===== src/rtl/sprite_pkg.sv =====
// sprite_pkg: shared types and constants for the sprite renderers.
// Holds the default sprite geometry, the 24-bit colour struct and the
// 8-entry tree palette. Index 0 is reserved as the transparent colour.
package sprite_pkg;

  localparam int SPR_W_DEFAULT   = 20;
  localparam int SPR_H_DEFAULT   = 20;
  localparam int TRANSPARENT_IDX = 0;
  localparam int PALETTE_SIZE    = 8;

  typedef struct packed {
    logic [7:0] r;
    logic [7:0] g;
    logic [7:0] b;
  } rgb_t;

  // Entry 0 is never shown (transparent); it is kept black so an
  // accidental lookup still yields a neutral colour.
  localparam rgb_t PALETTE [PALETTE_SIZE] = '{
    24'h000000,
    24'h1E5A1E,
    24'h3C963C,
    24'h6E4614,
    24'h78C850,
    24'h4A2C0A,
    24'h0F3A0F,
    24'hFFFFFF
  };

endpackage


===== src/rtl/sprite_palette.sv =====
// sprite_palette: registered palette lookup.
// On each clock the output colour becomes PALETTE[idx] when en is high,
// otherwise black. Intended as the final pipeline stage of any sprite
// renderer; en is normally the opaque/hit decision for the same slot.
module sprite_palette
  import sprite_pkg::*;
#(
  parameter int IDX_W = 3
) (
  input  logic             clk,
  input  logic             reset,
  input  logic             en,
  input  logic [IDX_W-1:0] idx,
  output rgb_t             rgb
);

  // Colour register: black under reset or when the slot is not opaque.
  always_ff @(posedge clk) begin
    if (reset) begin
      rgb <= '0;
    end else if (en) begin
      rgb <= PALETTE[idx];
    end else begin
      rgb <= '0;
    end
  end

endmodule


===== src/rtl/tree_sprite_renderer.sv =====
// tree_sprite_renderer: per-pixel tree sprite renderer.
//
// Pipeline (one pixel per clock, no stalls):
//   stage 1: coordinate -> sprite-relative offset, in-box test, RAM address
//   stage 2: external frame RAM returns ram_data (1-cycle read)
//   stage 3: palette lookup, opaque flag -> hit / red / green / blue
// A coordinate sampled at edge N produces hit/RGB after edge N+2.
//
// There is no valid/ready handshake anywhere in this block: pix_valid is a
// per-cycle qualifier that travels with the pixel, every cycle is accepted,
// and the consumer cannot push back.
//
// The sprite position is shadowed into lat_x/lat_y only on frame_start, so
// moving pos_x/pos_y mid-frame cannot tear the image.
//
// Build option: define TREE_SCALE2_EN for 2x pixel doubling (40x40 on-screen
// footprint for a 20x20 sprite). Latency is the same in both builds.
module tree_sprite_renderer
  import sprite_pkg::*;
#(
  parameter int SPR_W  = SPR_W_DEFAULT,
  parameter int SPR_H  = SPR_H_DEFAULT,
  parameter int ADDR_W = 19,
  parameter int DATA_W = 5,
  parameter int PAL_W  = 3
) (
  input  logic              Clk,
  input  logic              Reset,
  input  logic              frame_start,
  input  logic [9:0]        pos_x,
  input  logic [9:0]        pos_y,
  input  logic [9:0]        DrawX,
  input  logic [9:0]        DrawY,
  input  logic              pix_valid,
  output logic [ADDR_W-1:0] ram_addr,
  input  logic [DATA_W-1:0] ram_data,
  output logic              hit,
  output logic [7:0]        red,
  output logic [7:0]        green,
  output logic [7:0]        blue
);

`ifdef TREE_SCALE2_EN
  localparam int SCALE_SHIFT = 1;
`else
  localparam int SCALE_SHIFT = 0;
`endif

  // On-screen footprint of the sprite in screen pixels.
  localparam logic [9:0] FOOT_W = 10'(SPR_W << SCALE_SHIFT);
  localparam logic [9:0] FOOT_H = 10'(SPR_H << SCALE_SHIFT);

  // Shadowed sprite position.
  logic [9:0] lat_x;
  logic [9:0] lat_y;

  // Stage-1 combinational terms.
  logic [9:0]        lx;
  logic [9:0]        ly;
  logic [9:0]        tx;
  logic [9:0]        ty;
  logic              in_box;
  logic [ADDR_W-1:0] addr_next;

  // Pipeline in-box flags: in_box_q is aligned with ram_addr,
  // in_box_d2 with ram_data.
  logic in_box_q;
  logic in_box_d2;

  // Stage-3 terms.
  logic [PAL_W-1:0] idx;
  logic             pix_hit;
  rgb_t             rgb;

  // Bits of ram_data above the palette index carry no colour information.
  logic unused_ram_hi;
  assign unused_ram_hi = ^ram_data[DATA_W-1:PAL_W];

  // Position shadow: load once per frame so the tree never moves mid-frame.
  always_ff @(posedge Clk) begin
    if (Reset) begin
      lat_x <= '0;
      lat_y <= '0;
    end else if (frame_start) begin
      lat_x <= pos_x;
      lat_y <= pos_y;
    end
  end

  // Stage-1 address math. The >= checks stop a coordinate left of or above
  // the sprite from aliasing into the box through 10-bit wraparound.
  always_comb begin
    lx        = DrawX - lat_x;
    ly        = DrawY - lat_y;
    tx        = lx >> SCALE_SHIFT;
    ty        = ly >> SCALE_SHIFT;
    in_box    = pix_valid
              && (DrawX >= lat_x)
              && (DrawY >= lat_y)
              && (lx < FOOT_W)
              && (ly < FOOT_H);
    addr_next = '0;
    if (in_box) begin
      addr_next = ADDR_W'(ty) * ADDR_W'(SPR_W) + ADDR_W'(tx);
    end
  end

  // Stage-1 register: RAM read address plus its in-box flag.
  always_ff @(posedge Clk) begin
    if (Reset) begin
      ram_addr <= '0;
      in_box_q <= 1'b0;
    end else begin
      ram_addr <= addr_next;
      in_box_q <= in_box;
    end
  end

  // Stage-2 register: delay in-box to line up with the RAM's read data.
  always_ff @(posedge Clk) begin
    if (Reset) begin
      in_box_d2 <= 1'b0;
    end else begin
      in_box_d2 <= in_box_q;
    end
  end

  // Stage-3 opaque decision from the palette index.
  always_comb begin
    idx     = ram_data[PAL_W-1:0];
    pix_hit = in_box_d2 && (idx != PAL_W'(TRANSPARENT_IDX));
  end

  // Stage-3 hit register, aligned with the palette's colour register.
  always_ff @(posedge Clk) begin
    if (Reset) begin
      hit <= 1'b0;
    end else begin
      hit <= pix_hit;
    end
  end

  sprite_palette #(
    .IDX_W (PAL_W)
  ) u_palette (
    .clk   (Clk),
    .reset (Reset),
    .en    (pix_hit),
    .idx   (idx),
    .rgb   (rgb)
  );

  assign red   = rgb.r;
  assign green = rgb.g;
  assign blue  = rgb.b;

endmodule


===== config.mk =====
export PLATFORM = sky130hd
export DESIGN_NAME = tree_sprite_renderer
export DESIGN_NICKNAME = d
export VERILOG_FILES = /design/src/rtl/sprite_pkg.sv /design/src/rtl/sprite_palette.sv /design/src/rtl/tree_sprite_renderer.sv
export SDC_FILE = /design/constraint.sdc
export NUM_CORES = 1
export LEC_CHECK = 0
export CAP_MARGIN = 20
export CELL_PAD_IN_SITES_DETAIL_PLACEMENT = 1
export CELL_PAD_IN_SITES_GLOBAL_PLACEMENT = 2
export CORE_MARGIN = 1.5
export CORE_UTILIZATION = 29
export CTS_CLUSTER_SIZE = 20
export DETAILED_ROUTE_END_ITERATION = 8
export GPL_TIMING_DRIVEN = 0
export PLACE_DENSITY = 0.81
export SYNTH_ARGS = -nofsm -noshare
export SYNTH_HDL_FRONTEND = slang
export SYNTH_SLANG_ARGS = --single-unit

===== constraint.sdc =====
create_clock -name Clk -period 6.2 [get_ports Clk]
set_clock_uncertainty 0.05 [all_clocks]
set_input_delay 1.24 -clock Clk [delete_from_list [all_inputs] [get_ports Clk]]
set_output_delay 1.24 -clock Clk [all_outputs]
set_load 0.005 [all_outputs]

* Yosys cells after proc, flatten, opt, wreduce, memory -nomap -nowiden
Memory sizes are Yosys's and may differ from the RTL's. A register that Yosys moved wholly into a read port is not among the register bits.
Cells that the tools add are included.
** Word-level totals
- Flip-flop bits (word level) :: 42
- Word-level logic and storage cells :: 26
- Bits of input ports :: 49
- Memories :: 1
- Memory bits (read-only) :: 192
** Operators by class
- Multiply operators :: 1
- Magnitude comparators :: 4
- Add/sub/neg operators :: 3
- Bitwise operators :: 3
- Reduce and logical (&&, ||, !) cells :: 8
** Memory list
- (name not given) :: depth 8, width 24, rd ports 1, clocked after memory_dff 1, wr ports 0, line sprite_palette.sv:22 : rgb <= PALETTE[idx];
** Operators by type and width (number)
- $ge A10 B10 Y1 :: 2
- $lt A10 B5 Y1 const B :: 2
- $sub A10 B10 Y10 :: 2
- $add A15 B10 Y16 :: 1
- $mul A10 B3 Y13 const B :: 1
- $logic_and A1 B1 Y1 :: 5
- $not A3 Y4 :: 1
- $reduce_or A2 Y1 :: 2
- $reduce_bool A3 Y1 :: 1
- $not A1 Y1 :: 2

* Depth between registers and ports, before layout
Gate-level depths: netlist (run 1).
- Depth in word-level cells :: 7
- Gate-level depth with buffers :: 20
- Mapped depth without buffers :: 20

* Cells and area by module
A second synthesis (run 1) with hierarchy kept.
** Unflattened totals
- Cell total of the unflattened synthesis :: 439
- Area total of the unflattened synthesis :: 3848.7 um^2
** By module, submodules not included
- tree_sprite_renderer :: times used 1, cells each 369, area each 3095.5 um^2, sequential area each 780.7 um^2
- sprite_palette :: times used 1, cells each 70, area each 753.2 um^2, sequential area each 380.4 um^2

* Least setup slack after synthesis (run 1)
OpenSTA, ideal clock, no wires.
- Path type :: input -> register
- Start point :: input DrawY[0]
- End point :: register ram_addr[14]
- Setup time :: 92 ps
- Arrival :: 4716 ps
- Cell stages on the path :: 16
- Buffers on the path :: 0
- Slack :: 1343 ps
- Path through :: inv_1 > ha_1 > fa_1 > nor2b_1 > o21ai_0 > a21oi_1 > ha_1 > fa_1 > a211oi_1 > nor2_1 > o31ai_1 > o311ai_0 > nor2b_1 > nand2_1 > or3_1 > nor4_1
** On the way
- Longest elaborated chain between the ends :: 6
** Ends and longest elaborated chain
- start: declaration :: line tree_sprite_renderer.sv:33 : input logic [9:0] DrawY,
- branches (longest 6 deep; another with $add A15 B10 Y16)
- end signal: assignment :: line tree_sprite_renderer.sv:114 : ram_addr <= addr_next;
- end: declaration :: line tree_sprite_renderer.sv:35 : output logic [ADDR_W-1:0] ram_addr,
Several ways; the timed one is not identified.
A chain may end at the register's enable or synchronous reset.

* Worst setup path in the final report (run 1)
Ends and elaborated chain as after synthesis.

==> metrics.txt, run 1 <==
post-synth top area cell dfxtp_1; commonest non-fill, non-tap cell in the layout clkdlybuf4s50_1; Skew-Pair Late Insertion Delay 0.34 ns; Die Wd 116 µm; sequential area share after synthesis 0.314; clock sinks 58; Post-synth EDFFs 0; Slew Viols, Final 0; fill cell count 1,516; max_slew headroom 0.410; Max FO, Critical Path 4; fin cells 694; gr ovfl total 0; Min Clock Period, post-route 5.53 ns; area grow syn2layout 38.7%; Hold Path Depth 1; wire per inst 13.8 µm; worst slack at placement 0.294 ns; layout cells sized above 1 0.0690; Post-Route WL 9.55 mm; GRT Overall Usage 0.150; Placeable Area 12,500 µm²; Cells after DPL 678; Max Fclk 181 MHz; pin count of the biggest net entering global routing 12; I/O Pins 93; crit path DAT 5.73 ns; placed cell area 4770 µm²; Post-synth top flop dfxtp_1; drt pass-1 iters 4; most frequent cells in the layout clkdlybuf4s50_1 (85), dfxtp_1 (58), ha_1 (45); die height 116 µm; maxcap violations 0; CTS tree built; Vias 3,214; detailed placement HPWL 7.78 mm; measured slew at the worst slew-check pin 0.878 ns; global-route wire length before repair 15.7 mm; WP data required 6.39 ns; count of standard-cell rows 41; Avg Cell Area, Syn 8.84 µm²; Final WS setup 0.666 ns; RSZ-0062 raised after global routing false; Nets 615; post-CTS sizing 0; Initial Util 0.295; GP Congestion 0.799; Async SR Flop Fraction 0; CTS Hold Buffers Added 0; n_diodes 0; vias per cell 4.63; die area 13,400 µm²; Netlist Area Pre-Place 3690 µm²; CTS H-Tree Depth 3; # Post-CTS Setup Buffers 0; top cell type's share of synthesized area 0.314; CTS Buf Count 9; Flop pwr share 0.230; CTS root buf clkbuf_16; outcome finished, final reports clean; Crit Path Category in -> reg; # setup viols final 0; Logic pwr share 0.423; Yosys cell types 58; IO buf count 85; Power Internal 1100 µW; VDD IR max 0.000129 V; Setup crit start kind primary input; clock-pin slew on the worst setup and hold paths 0.05 ns; switching share of power 0.344; final hold vios 0; Post-Syn Instances 418; Switch Pwr 578 µW; Leak 0.00215 µW; antenna-violating nets left 0; Post-Layout Inst Area 5120 µm²; flops & latches, synth 58; DRC 0; fin crit share 0.893; number of global-route vias before repair 3,305; power density cells 328 nW/µm²; initial antenna violation count 0; Synth area leaders dfxtp_1 (31%), ha_1 (15%), mux2i_1 (5.7%), nor2_1 (4.5%), a21oi_1 (4.1%); drt initial violations 69; clk buf depth 2; setup_tns 0 ns; clock network fraction of design power 0.347; Yosys warnings 0; Crit. End Element flip-flop; worst r2r path cells 16; Hold WC Path Type reg -> reg
==> power groups by stage <==
stage	combinational, µW	clock [µW]	sequential (µW)
floorplan	551	0	392
global placement	687	0	393
finish	711	583	386
CTS	715	599	386
detailed placement	710	0	394
global route	802	610	387
==> cell type report <==
| cell class | count | area, µm² | share of cell area |
|---|---|---|---|
| plain buffers | 17 | 95.1 | 0.0186 |
| clock buffers | 10 | 239 | 0.0466 |
| clock inverters | 6 | 114 | 0.0222 |
| inverters | 38 | 143 | 0.0278 |
| multi-input cells | 308 | 2310 | 0.450 |
| flip-flops and latches | 58 | 1160 | 0.227 |
| well taps | 172 | 215 | 0.0420 |
| repair buffers | 85 | 851 | 0.166 |
==> per-stage QoR <==
stage	hold slack (ns)	power [µW]	utilization
2_1_floorplan	0.364	943	-
3_3_place_gp	0.377	1080	0.381
3_5_place_dp	0.406	1100	0.381
4_1_cts	0.416	1700	0.409
5_1_grt	0.426	1800	0.409
6_report	0.411	1680	0.409
==> cell families (layout without fill, tap and decap cells) <==
group,Yosys count,in the layout,share of synthesized area
fa+ha+maj,49,49,0.174
flops,58,58,0.314
xor+xnor,24,24,0.0610
mux,22,22,0.0600
compound gates,93,93,0.167
simple gates,116,116,0.159
other cells,1,4,0.00102
buf+inv,55,156,0.0644
==> flip-flops by register name, indices dropped and copies added, names as in the netlist <==
name           cells
u_palette.rgb     19
ram_addr          16
lat_x             10
lat_y             10
hit                1
in_box_d2          1
in_box_q           1
==> cells in the mapped netlist (all sizes together), types with 2 or more instances <==
cell and number:
nor4 8, nand2b 4, inv 37, nor3 11, nor4b 2, xnor2 14, or3 4, mux2i 21
o31a 6, or4 3, a21o 6, or2 2, o21bai 3, xor2 10, nand2 20, ha 45
nor2 44, and3 3, o21a 11, fa 4, a21oi 30, a21boi 2, clkbuf 6, a211oi 3
nor2b 10, dfxtp 58, a2111oi 2, buf 11, o21ai 19
==> per-layer routing <==
layer | part of all wire | track usage | wire length, µm | vias up
li1 | - | - | - | 1649
met1 | 0.45 | 0.180 | 4320 | 1498
met2 | 0.49 | 0.255 | 4640 | 52
met3 | 0.043 | 0.0392 | 409 | 15
met4 | 0.018 | 0.0610 | 172 | 0
met5 | 0 | 0 | 0 | -
==> path summary, 6_finish.rpt <==
path / startpoint / slack, ns / to
max: DrawY[0] / 0.67 / ram_addr[14]
max reg2reg: lat_y[1] / 1.69 / ram_addr[14]
min: in_box_q / 0.41 / in_box_d2
min reg2reg: in_box_q / 0.41 / in_box_d2
==> critical path: stages <==
cell             delay [ns]
clkdlybuf4s50_1        0.46
inv_1                  0.04
ha_1                   0.21
fa_1                   0.41
nor2b_1                0.17
o21ai_0                0.09
a21oi_1                0.36
ha_1                   0.35
fa_1                   0.50
a211oi_1               0.23
nor2_1                 0.11
o31ai_1                0.41
o311ai_0               0.31
nor2b_1                0.25
nand2_1                0.07
or3_1                  0.35
nor4_1                 0.16
Note: power is estimated with default switching activity, not from simulation.
==> inputs of run 2 (changes only) <==
- CORE_UTILIZATION: 29 -> 26
- HOLD_SLACK_MARGIN: not set -> 0.02
- PLACE_DENSITY: 0.81 -> 0.77
- clock period: 6.2 -> 4.7 ns (I/O delays scaled with it)
==> metrics.txt, run 2 (synthesis gave the netlist of run 1 again) <==
WP data required 4.89 ns (-1.50 ns); Die Wd 122 µm (+5.5%); max FFs per register 19 (unchanged); CTS root buf clkbuf_16; clk buf depth 2 (unchanged); Post-Route WL 10.4 mm (+8.9%); area grow syn2layout 47.5%; Initial Util 0.266 (-0.0290); switching share of power 0.360 (+0.0157); RSZ-0062 raised after global routing true; Worst path depth 18 (+1); Setup crit start kind primary input; Final Util 0.392 (-0.0170); layout cells sized above 1 0.164 (+0.0949); CTS Buf Count 9 (unchanged); CP max-delay cell clkdlybuf4s50_1; Hold Path Depth 1 (unchanged); VDD IR max 0.000174 V (+35%); global-route wire length before repair 16.5 mm (+5.4%); power density cells 445 nW/µm² (+36%); Max Fclk 218 MHz; max incr delay on CP 0.50 ns (about the same); drt pass-1 iters 4 (unchanged); wire per inst 14.5 µm (+5.4%); fin cells 717 (+3.3%); # setup viols final 0 (unchanged); Hold WC Path Type reg -> reg; Cells after DPL 686 (+1.2%); final hold vios 0 (unchanged); detailed placement HPWL 8.08 mm (+3.9%); count of standard-cell rows 43 (+4.9%); clock sinks 58 (unchanged); GP Congestion 0.775 (-3.0%); GRT Overall Usage 0.143 (-0.00692); maxcap violations 0 (unchanged); drt initial violations 76 (+10%); outcome finished, final reports clean; Placeable Area 13,900 µm² (+11%); Leak 0.00226 µW (+5.2%); most frequent cells in the layout clkdlybuf4s50_1 (83), dfxtp_1 (58), nor2_1 (42); most flop-heavy register u_palette.rgb; Logic pwr share 0.499 (+0.076); CTS tree built; pin count of the biggest net entering global routing 11 (-1); Switch Pwr 873 µW (+51%); worst r2r path cells 17 (+1); crit path DAT 4.78 ns (-0.95 ns); crit-path cells clkdlybuf4s50_1 > ha_2 > o21a_1 > o31a_1 > o21a_1 > or3_4 > nand2_4 > xnor2_1 > ha_1 > buf_6 > a211oi_2 > nor2_2 > ha_2 > nand2_1 > a21oi_2 > nor2_1 > or3_1 > nor4_2; vias per cell 4.55 (-1.8%); die area 14,900 µm² (+11%); measured slew at the worst slew-check pin 0.929 ns (+0.0509 ns); Vias 3,260 (+1.4%); Crit Path Category in -> reg; Max FO, Critical Path 7 (+3); Flop pwr share 0.210 (-0.020); Min Clock Period, post-route 4.59 ns; clock-pin slew on the worst setup and hold paths 0.05 ns (about the same); Power Internal 1550 µW (+41%); die height 122 µm (+5.5%); Skew-Pair Late Insertion Delay 0.34 ns (about the same); max_slew headroom 0.376 (-0.0342); IO buf count 85 (unchanged); commonest non-fill, non-tap cell in the layout clkdlybuf4s50_1; number of global-route vias before repair 3,406 (+3.1%); CP bufs+invs 2 (unchanged); I/O Pins 93 (unchanged); CTS Hold Buffers Added 0 (unchanged); gr ovfl total 0 (unchanged); CTS H-Tree Depth 3 (unchanged); n_diodes 0 (unchanged); Slew Viols, Final 0 (unchanged); Crit. End Element flip-flop; antenna-violating nets left 0 (unchanged); fin crit share 0.976; initial antenna violation count 0 (unchanged); largest registers u_palette.rgb (19), ram_addr (16); DRC 0 (unchanged); kind of cell adding the most delay to the critical path simple AND/OR/NAND/NOR gates; Nets 630 (+2.4%); clock network fraction of design power 0.291 (-0.056)
==> run 2: changes by cell type in the layout (fill, tap and decap cells not counted), sizes merged <==
cell | previous run | this run
dlymetal6s2s | 0 | 2
clkinv | 2 | 1
buf | 11 | 27
clkdlybuf4s50 | 85 | 83
clkbuf | 16 | 17
bufinv | 3 | 2
==> run 2: stage by stage <==
step / power (µW) / setup slack [ns] / hold WS (ns) / cell area (µm²) / setup TNS (ns)
2_1_floorplan: 1240 / 0.143 / 0.364 / 3700 / 0
3_3_place_gp: 1430 / -0.864 / 0.381 / 4780 / -3.50
3_5_place_dp: 1460 / -0.983 / 0.391 / 4780 / -4.26
4_1_cts: 2260 / 0.00399 / 0.412 / 5230 / 0
5_1_grt: 2590 / -0.130 / 0.429 / 5450 / -0.140
6_report: 2420 / 0.114 / 0.405 / 5450 / 0
==> run 2: area by class of cell <==
class	instances	area [µm²]
fill	1619	8430
timing repair buffer	100	972
clock buffer	12	246
multi-input combinational	308	2530
sequential	58	1160
tap	180	225
buffer	17	96.3
clock inverter	4	75.1
inverter	38	143
==> run 2: timing repair <==
item	in CTS	in global routing
buffers inserted	6	9
endpoints found under the setup margin	6	6
gates resized for setup	19	32
pin swaps	10	16
==> run 2: final timing paths <==
kind	to	startpoint	slack, ns
worst max-delay path	ram_addr[14]	DrawY[3]	0.11
worst min-delay path	in_box_d2	in_box_q	0.40
worst min register to register	in_box_d2	in_box_q	0.40
worst max register to register	ram_addr[14]	lat_y[1]	0.73
==> run 2: power by group through the flow <==
stage | registers [µW] | logic, µW | clock network, µW
4_1_cts | 509 | 1020 | 728
6_report | 509 | 1210 | 706
5_1_grt | 510 | 1330 | 749
3_3_place_gp | 519 | 907 | 0
2_1_floorplan | 517 | 726 | 0
3_5_place_dp | 519 | 941 | 0
==> run 2: metal layers <==
metal | up-vias | track usage | part of all wire
met4 | 0 | 0.0625 | 0.021
met3 | 15 | 0.0417 | 0.046
li1 | 1670 | - | -
met1 | 1515 | 0.167 | 0.43
met5 | - | 0 | 0
met2 | 60 | 0.244 | 0.50
